File: config.mk
export PLATFORM = sky130hd
export DESIGN_NAME = apb3_cam_multi_ctrl
export DESIGN_NICKNAME = d
export VERILOG_FILES = /design/src/rtl/apb3_cam_multi_ctrl.sv
export SDC_FILE = /design/constraint.sdc
export NUM_CORES = 1
export LEC_CHECK = 0
export CAP_MARGIN = 20
export CELL_PAD_IN_SITES_DETAIL_PLACEMENT = 0
export CELL_PAD_IN_SITES_GLOBAL_PLACEMENT = 1
export CORE_ASPECT_RATIO = 1.25
export CORE_MARGIN = 3
export CORE_UTILIZATION = 31
export CTS_CLUSTER_DIAMETER = 200
export CTS_CLUSTER_SIZE = 12
export DETAILED_ROUTE_END_ITERATION = 7
export PLACE_DENSITY = 0.84
export SYNTH_ARGS = -nofsm -noshare
export SYNTH_HDL_FRONTEND = slang
export SYNTH_SLANG_ARGS = --single-unit
File: constraint.sdc
create_clock -name clk -period 2.6 [get_ports clk]
set_input_delay 0.52 -clock clk [delete_from_list [all_inputs] [get_ports clk]]
set_output_delay 0.52 -clock clk [all_outputs]
set_load 0.01 [all_outputs]
File: src/rtl/apb3_cam_multi_ctrl.sv
// APB3 register slave controlling up to four camera channels: global control,
// level interrupt with W1C status, per-camera control/status and frame counters.
module apb3_cam_multi_ctrl #(
   parameter int ADDR_WIDTH = 12,
   parameter int NUM_CAM    = 2
) (
   input  logic                   clk,
   input  logic                   resetn,
   input  logic [ADDR_WIDTH-1:0]  PADDR,
   input  logic                   PSEL,
   input  logic                   PENABLE,
   input  logic                   PWRITE,
   input  logic [31:0]            PWDATA,
   output logic [31:0]            PRDATA,
   output logic                   PREADY,
   output logic                   PSLVERROR,
   output logic                   mipi_rst,
   output logic                   irq,
   output logic [16*NUM_CAM-1:0]  cam_rgb_control,
   output logic [NUM_CAM-1:0]     cam_trigger_capture,
   output logic [NUM_CAM-1:0]     cam_continuous_capture,
   output logic [NUM_CAM-1:0]     cam_rgb_gray,
   output logic [NUM_CAM-1:0]     cam_dma_init_done,
   input  logic [32*NUM_CAM-1:0]  cam_frames_per_second,
   input  logic [32*NUM_CAM-1:0]  cam_dma_fifo_rcount,
   input  logic [32*NUM_CAM-1:0]  cam_dma_fifo_wcount,
   input  logic [32*NUM_CAM-1:0]  cam_dma_status,
   input  logic [NUM_CAM-1:0]     cam_frame_done,
   input  logic [31:0]            debug_fifo_status,
   input  logic [31:0]            debug_display_dma_fifo_rcount,
   input  logic [31:0]            debug_display_dma_fifo_wcount
);

   typedef enum logic [1:0] {S_IDLE, S_SETUP, S_ACCESS, S_WAIT} state_t;

   state_t               state_q, state_d;
   logic [31:0]          prdata_q;
   logic                 err_q;
   logic                 mipi_q;
   logic [NUM_CAM-1:0]   irqen_q;
   logic [NUM_CAM-1:0]   irqst_q, irqst_d;
   logic                 irq_q;
   logic [NUM_CAM-1:0]   trig_q, trig_d;
   logic [NUM_CAM-1:0]   cont_q, gray_q, dinit_q;
   logic [15:0]          rgb_q  [NUM_CAM];
   logic [31:0]          fcnt_q [NUM_CAM];

   logic [29:0]          wa;
   logic [2:0]           reg_idx;
   logic                 glb;
   logic                 dec_ok, dec_ro;
   logic [31:0]          rdata;
   logic [NUM_CAM-1:0]   cam_sel;
   logic                 access_w, wr_en;
   logic                 unused_bits;

   // Word address: the byte-lane bits of PADDR take no part in decoding.
   assign wa          = 30'(PADDR[ADDR_WIDTH-1:2]);
   assign reg_idx     = wa[2:0];
   assign glb         = (wa[29:3] == 27'd0);
   assign access_w    = (state_q == S_ACCESS);
   assign wr_en       = access_w && PWRITE && dec_ok && !dec_ro;
   assign unused_bits = ^{PADDR[1:0], PWDATA};

   // APB handshake sequencing; a fresh SETUP phase is required to leave IDLE.
   always_comb begin
      state_d = state_q;
      case (state_q)
         S_IDLE:   if (PSEL && !PENABLE) state_d = S_SETUP;
         S_SETUP:  state_d = (PSEL && PENABLE) ? S_ACCESS : S_IDLE;
         S_ACCESS: state_d = S_WAIT;
         S_WAIT:   state_d = S_IDLE;
         default:  state_d = S_IDLE;
      endcase
   end

   // Address decode, access-type classification and read data mux.
   always_comb begin
      dec_ok  = 1'b0;
      dec_ro  = 1'b0;
      rdata   = '0;
      cam_sel = '0;
      if (glb) begin
         dec_ok = 1'b1;
         case (reg_idx)
            3'd0: rdata = 32'(mipi_q) | (32'(irqen_q) << 8);
            3'd1: begin rdata = 32'hABCD_5600 | 32'(NUM_CAM); dec_ro = 1'b1; end
            3'd2: rdata = 32'(irqst_q);
            3'd3: begin rdata = debug_fifo_status;             dec_ro = 1'b1; end
            3'd4: begin rdata = debug_display_dma_fifo_rcount; dec_ro = 1'b1; end
            3'd5: begin rdata = debug_display_dma_fifo_wcount; dec_ro = 1'b1; end
            default: dec_ok = 1'b0;
         endcase
      end else if ((wa[29:6] == 24'd1) && !wa[3]) begin
         for (int c = 0; c < NUM_CAM; c++) begin
            if (wa[5:4] == 2'(c)) begin
               dec_ok     = 1'b1;
               cam_sel[c] = 1'b1;
               case (reg_idx)
                  3'd0: rdata = 32'(rgb_q[c]);
                  3'd1: rdata = {30'd0, cont_q[c], 1'b0};
                  3'd2: rdata = {30'd0, dinit_q[c], gray_q[c]};
                  3'd3: begin rdata = cam_frames_per_second[32*c +: 32]; dec_ro = 1'b1; end
                  3'd4: begin rdata = cam_dma_fifo_rcount[32*c +: 32];   dec_ro = 1'b1; end
                  3'd5: begin rdata = cam_dma_fifo_wcount[32*c +: 32];   dec_ro = 1'b1; end
                  3'd6: begin rdata = cam_dma_status[32*c +: 32];        dec_ro = 1'b1; end
                  default: rdata = fcnt_q[c];
               endcase
            end
         end
      end
      if (!dec_ok) rdata = '0;
   end

   // Next interrupt status (frame_done set beats W1C clear) and trigger pulses.
   always_comb begin
      irqst_d = irqst_q;
      if (wr_en && glb && (reg_idx == 3'd2)) irqst_d = irqst_q & ~PWDATA[NUM_CAM-1:0];
      irqst_d = irqst_d | cam_frame_done;
      trig_d  = '0;
      for (int c = 0; c < NUM_CAM; c++) begin
         if (wr_en && cam_sel[c] && (reg_idx == 3'd1)) trig_d[c] = PWDATA[0];
      end
   end

   // FSM state, read data capture and error flag for the response phase.
   always_ff @(posedge clk or negedge resetn) begin
      if (!resetn) begin
         state_q  <= S_IDLE;
         prdata_q <= '0;
         err_q    <= 1'b0;
      end else begin
         state_q <= state_d;
         if (access_w) begin
            err_q <= !dec_ok || (PWRITE && dec_ro);
            if (!PWRITE) prdata_q <= rdata;
         end
      end
   end

   // Global control, interrupt status/line and one-cycle trigger pulses.
   always_ff @(posedge clk or negedge resetn) begin
      if (!resetn) begin
         mipi_q  <= 1'b0;
         irqen_q <= '0;
         irqst_q <= '0;
         irq_q   <= 1'b0;
         trig_q  <= '0;
      end else begin
         if (wr_en && glb && (reg_idx == 3'd0)) begin
            mipi_q  <= PWDATA[0];
            irqen_q <= PWDATA[NUM_CAM+7:8];
         end
         irqst_q <= irqst_d;
         irq_q   <= |(irqst_q & irqen_q);
         trig_q  <= trig_d;
      end
   end

   // Per-camera control registers and wrapping frame counters.
   always_ff @(posedge clk or negedge resetn) begin
      if (!resetn) begin
         cont_q  <= '0;
         gray_q  <= '0;
         dinit_q <= '0;
         for (int c = 0; c < NUM_CAM; c++) begin
            rgb_q[c]  <= '0;
            fcnt_q[c] <= '0;
         end
      end else begin
         for (int c = 0; c < NUM_CAM; c++) begin
            if (wr_en && cam_sel[c]) begin
               case (reg_idx)
                  3'd0: rgb_q[c] <= PWDATA[15:0];
                  3'd1: cont_q[c] <= PWDATA[1];
                  3'd2: begin gray_q[c] <= PWDATA[0]; dinit_q[c] <= PWDATA[1]; end
                  default: ;
               endcase
            end
            if (wr_en && cam_sel[c] && (reg_idx == 3'd7)) fcnt_q[c] <= 32'(cam_frame_done[c]);
            else if (cam_frame_done[c])                   fcnt_q[c] <= fcnt_q[c] + 32'd1;
         end
      end
   end

   // Flatten per-camera RGB control words onto the output bus.
   always_comb begin
      cam_rgb_control = '0;
      for (int c = 0; c < NUM_CAM; c++) cam_rgb_control[16*c +: 16] = rgb_q[c];
   end

   assign PRDATA                 = prdata_q;
   assign PREADY                 = (state_q == S_WAIT);
   assign PSLVERROR              = (state_q == S_WAIT) && err_q;
   assign mipi_rst               = mipi_q;
   assign irq                    = irq_q;
   assign cam_trigger_capture    = trig_q;
   assign cam_continuous_capture = cont_q;
   assign cam_rgb_gray           = gray_q;
   assign cam_dma_init_done      = dinit_q;

endmodule

==> results_dict.tcl, run 1 <==
set metrics [dict create \
    setup_viol 0 \
    finalClockSkew_ns 0.00700 \
    synthXorXnorAreaFrac_pct 3.97 \
    async_flop_share_pct 100 \
    rsz0062_at_grt "false" \
    grt.total_usage_pct 29.1 \
    fin_crit_sh_pct 84.8 \
    fin_tns_setup_ns 0 \
    io_pins 479 \
    hold_viol 0 \
    drive_gt1_share_pct 16.8 \
    layout.nets 2093 \
    synth_compound_area_share_pct 22.7 \
    placeableCoreArea_um2 33600 \
    required_ns 2.08 \
    drc 0 \
    syn_inst 1196 \
    fin_cells 2129 \
    grt_pass1_wl_um 78000 \
    synth_top_family_by_area "compound AO/OA/AOI/OAI gates" \
    clock_latency_ns 0.44 \
    drt-pass1-iter-count 6 \
    cap_viol_max_count 0 \
    path_cells "and3_1 > clkdlybuf4s50_1" \
    clkSinkCount 145 \
    layout_min_cycle_time_ns 2.21 \
    hpwl_um 45000 \
    hold_class "register to register" \
    cts_tree "built" \
    vdd_ir_drop_max_v 0.000327 \
    ys_warn_count 0 \
    rr_startpoint "fcnt_q[44]$_DFFE_PN0P_" \
    start_util_pct 31.5 \
    end_kind "output port" \
    synth_flop_cell "dfrtp_1" \
    synth-simple-area-share_pct 18.4 \
    crit_type "register to output port" \
    routed_wirelength_um 55600 \
    io_buffer_count 460 \
    synthesis.area_um2 10600 \
    hp-start "err_q$_DFFE_PN0P_" \
    avgViaCountPerCell 5.71 \
    die_h_um 213 \
    slowest_stage "clkdlybuf4s50_1" \
    maxSlewHeadroom_pct 45.9 \
    drv_slew 0 \
    ant_nets 0 \
    ctsLongestPathBuffers 2 \
    fillers 3219 \
    wl_per_cell_um 26.1 \
    grt_overflow_total 0 \
    p_leak_nw 7.00 \
    dieWidth_um 171 \
    grt_max_degree 60 \
    clkTransAtPathRegs_ns 0.07 \
    place.gp.congestion 0.938 \
    start_kind "register" \
    yosysSeqAreaShare_pct 34.3 \
    critPathArrivalTime_ns 1.69 \
    placed_cells 2091 \
    synth_nets 1601 \
    fmax_mhz 453 \
    antenna_found_initial 7 \
    finalPower_mw 7.70 \
    cts_resized 0 \
    grt_pass1_vias 12000 \
    cp_slowest_stage_delay_ns 0.57 \
    post_cts_buffers 0 \
    ys_ff_latch 145 \
    worstPathMaxFanout 7 \
    timing.critical_path.from "state_q[0]$_DFFE_PN0P_" \
    rows 75 \
    htreeDepth 4 \
    clock-root-buffer "clkbuf_16" \
    p_per_area_nw_per_um2 453 \
    synth.area.mux_share_pct 15.7 \
    outcome "finished, final reports clean" \
    ys_types 77 \
    cts_made_buffers 17 \
    synth_fa_ha_area_share_pct 0.236 \
    synth_edf_count 0 \
    die_area_um2 36400 \
    via_count 12200 \
    postSynthAreaPerCell_um2 8.85 \
    worstMarginPinSlew_ns 0.810 \
    syn_to_final_growth_pct 60.5 \
    fin_util_pct 50.6 \
    drtIter0Drc 1199 \
]
registers in the layout (all words and copies together) (netlist names), named ones only:
name and flops:
mipi_rst 1, cam_rgb_control 32, cam_rgb_gray 2, cam_dma_init_done 2, irqst_q 2, cam_continuous_capture 2
cam_trigger_capture 2, fcnt_q 64, irq 1, PRDATA 32, err_q 1, irqen_q 2
state_q 1
layout make-up:
cell class	instances	area, um^2	area share, %
multi-input combinational	930	6480	38.1
timing repair buffer	568	5660	33.3
sequential	145	3630	21.4
tap	423	529	3.11
clock buffer	19	443	2.61
clock inverter	13	144	0.847
inverter	26	97.6	0.574
antenna	5	12.5	0.0736
timing repair:
action / 4_1_cts / 5_1_grt
hold buffers: 1 / 0
setup endpoints to repair: 0 / 0
endpoints found under the hold margin: 11 / 0
Yosys cell counts (18+ instances only):
master	number	area [um^2]
nor2b_1	21	131
clkbuf_1	49	184
o22ai_1	28	175
a22o_1	19	166
nor3_1	23	115
o21ai_0	78	390
mux2_2	97	1090
a22oi_1	43	323
and3_1	18	113
nand2_1	96	360
a21oi_1	61	305
nand3_1	34	170
xnor2_1	28	245
a221oi_1	29	254
buf_2	31	155
dfrtp_1	145	3630
inv_1	26	97.6
xor2_1	20	175
mux2i_1	28	280
nor2_1	100	375
cell usage in the layout, fill, tap and decap left out, types with 29 or more instances in the layout:
cell type	instances
buf_4	89
a21oi_1	61
clkdlybuf4s50_1	455
dfrtp_1	145
o21ai_0	78
a22oi_1	43
mux2_2	97
nor2_1	98
nand3_1	34
nand2_1	96
a221oi_1	29
worst max-delay path, delay by kind of cell (launching register included):
| kind | cells | cell delay (ns) |
|---|---|---|
| buffers and inverters | 1 | 0.57 |
| flip-flops | 1 | 0.47 |
| AND/OR/NAND/NOR | 1 | 0.21 |
stage by stage:
stage | area (um^2) | worst slack (ns) | hold WS (ns)
after floorplan | 10600 | 0.499 | 0.224
after global placement | 16400 | 0.00640 | 0.455
after detailed placement | 16400 | -0.0126 | 0.455
after CTS | 17000 | 0.402 | 0.489
after global routing | 17000 | 0.322 | 0.521
final | 17000 | 0.394 | 0.486
final timing paths:
| path | slack (ns) | endpoint | cells after the start |
|---|---|---|---|
| worst min-delay path | 0.49 | err_q$_DFFE_PN0P_ | 2 |
| worst max-delay path | 0.39 | PSLVERROR | 2 |
| min in group asynchronous | 0.55 | cam_trigger_capture[0]$_DFF_PN0_ | 2 |
| worst max register to register | 0.42 | fcnt_q[60]$_DFFE_PN0P_ | 5 |
| worst min register to register | 0.49 | err_q$_DFFE_PN0P_ | 2 |
| max in group asynchronous | 1.29 | cam_rgb_control[27]$_DFFE_PN0P_ | 3 |
layer usage:
metal,wire length [um],vias to the layer above,track usage (%)
met5,29,-,0
met4,2380,4,12.9
met3,4390,102,5.54
met2,26800,641,48.2
met1,22100,5931,37.0
li1,-,5482,-
power by group:
part / total [mW] / internal [mW] / switching (mW)
clock network: 2.51 / 1.38 / 1.13
logic: 2.40 / 1.31 / 1.09
registers: 2.79 / 2.50 / 0.287
total: 7.70 / 5.19 / 2.50
kinds of logic (layout without fill, tap and decap cells):
logic type,count (synthesis),after routing
flops,145,145
buf+inv,121,626
simple gates,383,383
xor+xnor,48,48
mux,144,144
compound gates,353,353
fa+ha+maj,2,2
other cells,0,5
Power figures use the tool's default switching activity.
==> inputs of run 2 (changes only) <==
==> constraint.sdc (replaced) <==
create_clock -name clk -period 2.2 [get_ports clk]
set_input_delay 0.44 -clock clk [delete_from_list [all_inputs] [get_ports clk]]
set_output_delay 0.44 -clock clk [all_outputs]
set_load 0.01 [all_outputs]
==> results_dict.tcl, run 2 (synthesis results as in run 1) <==
set metrics [dict create \
    finalClockSkew_ns 0.0104 \
    hpwl_um 45700 \
    layout_min_cycle_time_ns 2.16 \
    start_kind "primary input" \
    grt_max_degree 60 \
    layout_common_cells "455 x clkdlybuf4s50_1, 145 x dfrtp_1, 142 x buf_4" \
    syn_to_final_growth_pct 64.4 \
    io_buffer_count 460 \
    multi_input_area_um2 6490 \
    cts_tree "built" \
    htreeDepth 4 \
    fillers 3162 \
    grt_pass1_vias 12200 \
    fin_tns_setup_ns 0 \
    largest_register "fcnt_q" \
    grt_pass1_wl_um 79600 \
    post_cts_buffers 0 \
    avgViaCountPerCell 5.66 \
    wl_met1_um 22500 \
    drc 0 \
    p_leak_nw 7.27 \
    io_pins 479 \
    finalPower_mw 9.04 \
    required_ns 2.54 \
    clkSinkCount 145 \
    ant_nets 0 \
    cap_viol_max_count 0 \
    grt.total_usage_pct 29.6 \
    fmax_mhz 462 \
    drtIter0Drc 1072 \
    largest_register_ffs 64 \
    place.gp.congestion 0.953 \
    placed_cells 2145 \
    path_cells "clkdlybuf4s50_1 > buf_4 > nor4_4 > buf_4 > nand3_1 > buf_4 > a221oi_1 > o221ai_2 > o211ai_1" \
    dr_wl_met3_um 4320 \
    p_per_area_nw_per_um2 519 \
    slowest_stage "clkdlybuf4s50_1" \
    routed_wirelength_um 56500 \
    die_h_um 213 \
    rsz0062_at_grt "false" \
    dieWidth_um 171 \
    fin_cells 2183 \
    clkTransAtPathRegs_ns 0.07 \
    holdWs_ns 0.482 \
    critPathArrivalTime_ns 2.50 \
    drv_slew 0 \
    cts_made_buffers 17 \
    start_util_pct 31.5 \
    clock_latency_ns 0.43 \
    vdd_ir_drop_max_v 0.000613 \
    antenna_found_initial 7 \
    seqCellArea_um2 3630 \
    final_common_cell "clkdlybuf4s50_1" \
    wl_per_cell_um 25.9 \
    drt-pass1-iter-count 6 \
    grt_overflow_total 0 \
    cp_slowest_stage_delay_ns 0.46 \
    via_count 12400 \
    path_common_cell "buf_4" \
    outcome "finished, final reports clean" \
    hold_class "register to register" \
    die_area_um2 36400 \
    fin_crit_sh_pct 98.4 \
    worstPathMaxFanout 6 \
    layout.nets 2147 \
    ctsLongestPathBuffers 2 \
    hold_viol 0 \
    end_kind "register" \
    drive_gt1_share_pct 19.5 \
    dr_wl_met2_um 27800 \
    clock-root-buffer "clkbuf_16" \
    crit_type "primary input to register" \
    worstMarginPinSlew_ns 0.784 \
    rows 75 \
    top_layer_used "met5" \
    maxSlewHeadroom_pct 47.6 \
    setup_viol 0 \
    placeableCoreArea_um2 33600 \
]
run 2: cell types whose count changed in the layout (fill, tap and decap cells not counted), sizes merged:
cell and change:
inv +1, buf +54, clkbuf -2, clkinv +1
bufinv -1, clkinvlp +1
run 2: through the flow:
stage                     util, %  worst slack, ns  area, um^2
after floorplan                 -            0.179       10600
after global routing         51.8          0.00116       17400
after global placement       50.0           -0.312       16800
after detailed placement     50.0           -0.395       16800
final                        51.8           0.0356       17400
after CTS                    51.7           0.0479       17400
run 2: timing repair:
action,in CTS,in global routing
gates resized for setup,0,2
setup endpoints to repair,0,2
hold endpoints to repair,40,0
hold buffers,1,0
run 2: worst max-delay path: cells and delay by family:
family / cells / cell delay, ns
buffers and inverters: 4 / 1.04
AOI/OAI and AO/OA: 3 / 0.62
and+or+nand+nor: 2 / 0.39
run 2: area by class of cell:
cell class                 instances  area share, %
antenna                            5         0.0719
clock buffer                      17           2.44
clock inverter                    15          0.798
inverter                          26          0.561
multi-input combinational        930           37.3
sequential                       145           20.8
tap                              423           3.04
timing repair buffer             622           34.9
run 2: path summary, 6_finish.rpt:
| check | depth (start not counted) | slack (ns) | startpoint | end |
|---|---|---|---|---|
| max | 9 | 0.04 | PADDR[7] | PRDATA[10]$_DFFE_PN0P_ |
| max in group asynchronous | 3 | 0.97 | resetn | cam_rgb_control[22]$_DFFE_PN0P_ |
| min in group asynchronous | 2 | 0.52 | resetn | fcnt_q[50]$_DFFE_PN0P_ |
| min reg2reg | 2 | 0.48 | err_q$_DFFE_PN0P_ | err_q$_DFFE_PN0P_ |
| min | 2 | 0.48 | err_q$_DFFE_PN0P_ | err_q$_DFFE_PN0P_ |
| max reg2reg | 6 | 0.15 | state_q[0]$_DFFE_PN0P_ | PRDATA[10]$_DFFE_PN0P_ |
run 2: metal layers:
layer  GRT usage [%]  vias to the layer above
met5               0                        -
met4            11.2                        4
met3            5.77                       82
met2            50.1                      641
met1            37.4                     6028
li1                -                     5598
run 2: report_power, final:
part / switching, mW / leakage (nW) / internal (mW)
Sequential: 0.301 / 1.94 / 2.96
Combinational: 1.33 / 5.05 / 1.61
Clock: 1.34 / 0.273 / 1.50
Total: 2.97 / 7.27 / 6.07
==> inputs of run 3 (changes only) <==
--- a/config.mk
+++ b/config.mk
@@ -8,13 +8,12 @@
 export CAP_MARGIN = 20
 export CELL_PAD_IN_SITES_DETAIL_PLACEMENT = 0
 export CELL_PAD_IN_SITES_GLOBAL_PLACEMENT = 1
-export CORE_ASPECT_RATIO = 1.25
 export CORE_MARGIN = 3
-export CORE_UTILIZATION = 31
+export CORE_UTILIZATION = 33
 export CTS_CLUSTER_DIAMETER = 200
 export CTS_CLUSTER_SIZE = 12
 export DETAILED_ROUTE_END_ITERATION = 7
-export PLACE_DENSITY = 0.84
+export PLACE_DENSITY = 0.89
 export SYNTH_ARGS = -nofsm -noshare
 export SYNTH_HDL_FRONTEND = slang
 export SYNTH_SLANG_ARGS = --single-unit
==> constraint.sdc (replaced) <==
create_clock -name clk -period 2.5 [get_ports clk]
set_input_delay 0.5 -clock clk [delete_from_list [all_inputs] [get_ports clk]]
set_output_delay 0.5 -clock clk [all_outputs]
set_load 0.01 [all_outputs]
==> results_dict.tcl, run 3 (synthesis results as in run 1) <==
set metrics [dict create \
    grt_pass1_vias 12200 \
    io_buffer_count 460 \
    cts_made_buffers 17 \
    use_met2_pct 50.9 \
    rr_worst_depth 6 \
    use_met3_pct 8.09 \
    start_util_pct 34.1 \
    placeableCoreArea_um2 31100 \
    largest_register "fcnt_q" \
    clock_latency_ns 0.44 \
    maxSlewHeadroom_pct 59.9 \
    grt_overflow_total 0 \
    finalClockSkew_ns 0.0119 \
    pre_cts_slack_ns -0.140 \
    cts_hold_buf 0 \
    io_pins 479 \
    hold_viol 0 \
    worstPathMaxFanout 27 \
    post_cts_buffers 0 \
    grt.total_usage_pct 31.3 \
    final_common_cell "clkdlybuf4s50_1" \
    rsz0062_at_grt "false" \
    ant_nets 0 \
    wl_per_cell_um 26.7 \
    grt-busiest-layer "met2" \
    fin_crit_sh_pct 87.3 \
    clock-root-buffer "clkbuf_16" \
    via_count 12300 \
    start_kind "primary input" \
    place.gp.congestion 0.960 \
    vdd_ir_drop_max_v 0.000507 \
    fin_tns_setup_ns 0 \
    largest_register_ffs 64 \
    syn_to_final_growth_pct 60.4 \
    holdWs_ns 0.00615 \
    post_dp_cell_area_um2 16400 \
    hpwl_um 45500 \
    grtUsageMet1_pct 41.6 \
    fillers 2867 \
    die_h_um 185 \
    setup_viol 0 \
    final_cell_area_um2 17000 \
    grt_max_degree 52 \
    outcome "finished, final reports clean" \
    drc 0 \
    fin_util_pct 54.7 \
    die_area_um2 34300 \
    rr_startpoint "fcnt_q[32]$_DFFE_PN0P_" \
    rows 64 \
    drive_gt1_share_pct 17.4 \
    ctsLongestPathBuffers 2 \
    grt_pass1_wl_um 79700 \
    drt-pass1-iter-count 6 \
    p_leak_nw 7.05 \
    layout_common_cells "455 x clkdlybuf4s50_1, 145 x dfrtp_1, 107 x buf_4" \
    routed_wirelength_um 56400 \
    cts_resized 0 \
    end_kind "register" \
    worstMarginPinSlew_ns 0.602 \
    drtIter0Drc 1275 \
    critPathArrivalTime_ns 2.50 \
    required_ns 2.82 \
    layout.nets 2106 \
    drv_slew 0 \
    cts_tree "built" \
    avgViaCountPerCell 5.85 \
    fmax_mhz 458 \
    antenna_found_initial 7 \
    htreeDepth 4 \
    layout_min_cycle_time_ns 2.18 \
    crit_type "primary input to register" \
    worst_slack_ns 0.317 \
    clkTransAtPathRegs_ns 0.07 \
    r2r_end "fcnt_q[60]$_DFFE_PN0P_" \
    hold_class "primary input to async pin" \
    dieWidth_um 185 \
    cap_viol_max_count 0 \
    reg2reg_slack_ns 0.36 \
    clkSinkCount 145 \
    p_per_area_nw_per_um2 472 \
]
-- run 3: how the worst max path moves through the flow --
stage,startpoint,endpoint,slack [ns],cells after the start
5_1_grt,PADDR[5],fcnt_q[13]$_DFFE_PN0P_,0.25,6
4_1_cts,PADDR[5],fcnt_q[5]$_DFFE_PN0P_,0.31,6
3_3_place_gp,PADDR[5],cam_rgb_control[24]$_DFFE_PN0P_,-0.12,7
6_report,PADDR[5],fcnt_q[15]$_DFFE_PN0P_,0.32,6
2_1_floorplan,PADDR[5],cam_rgb_control[22]$_DFFE_PN0P_,0.42,5
3_5_place_dp,PADDR[5],fcnt_q[15]$_DFFE_PN0P_,-0.14,6
-- run 3: per-layer routing --
layer	up-vias	part of all wire (%)	routed length (um)
met3	85	9.9	5590
met1	6050	40	22800
met2	690	47	26600
met5	-	0.096	54
met4	8	2.5	1400
li1	5512	-	-
-- run 3: critical path, stage by stage --
cell and delay, ns:
clkdlybuf4s50_1 0.42, or4_4 0.58, or3_4 0.42, nor3_2 0.28, buf_12 0.22, nor2_1 0.07
-- run 3: layout make-up --
cell class                      instances  area, um^2  area share (%)
Timing Repair Buffer                  581        5710            33.6
Clock inverter                         15         148           0.870
Antenna cell                            2        5.00          0.0295
Multi-Input combinational cell        930        6470            38.1
Clock buffer                           17         425            2.51
Tap cell                              396         495            2.92
Sequential cell                       145        3630            21.4
Inverter                               26        97.6           0.575
-- run 3: power by group --
group / switching, mW / internal (mW)
logic: 1.21 / 1.37
registers: 0.270 / 2.60
clock network: 1.17 / 1.40
total: 2.64 / 5.37
-- run 3: through the flow --
step	power (mW)	cells
after floorplan	3.84	1196
after global placement	5.41	2078
after detailed placement	5.45	2078
after CTS	7.99	2110
after global routing	8.32	2111
final	8.01	2112
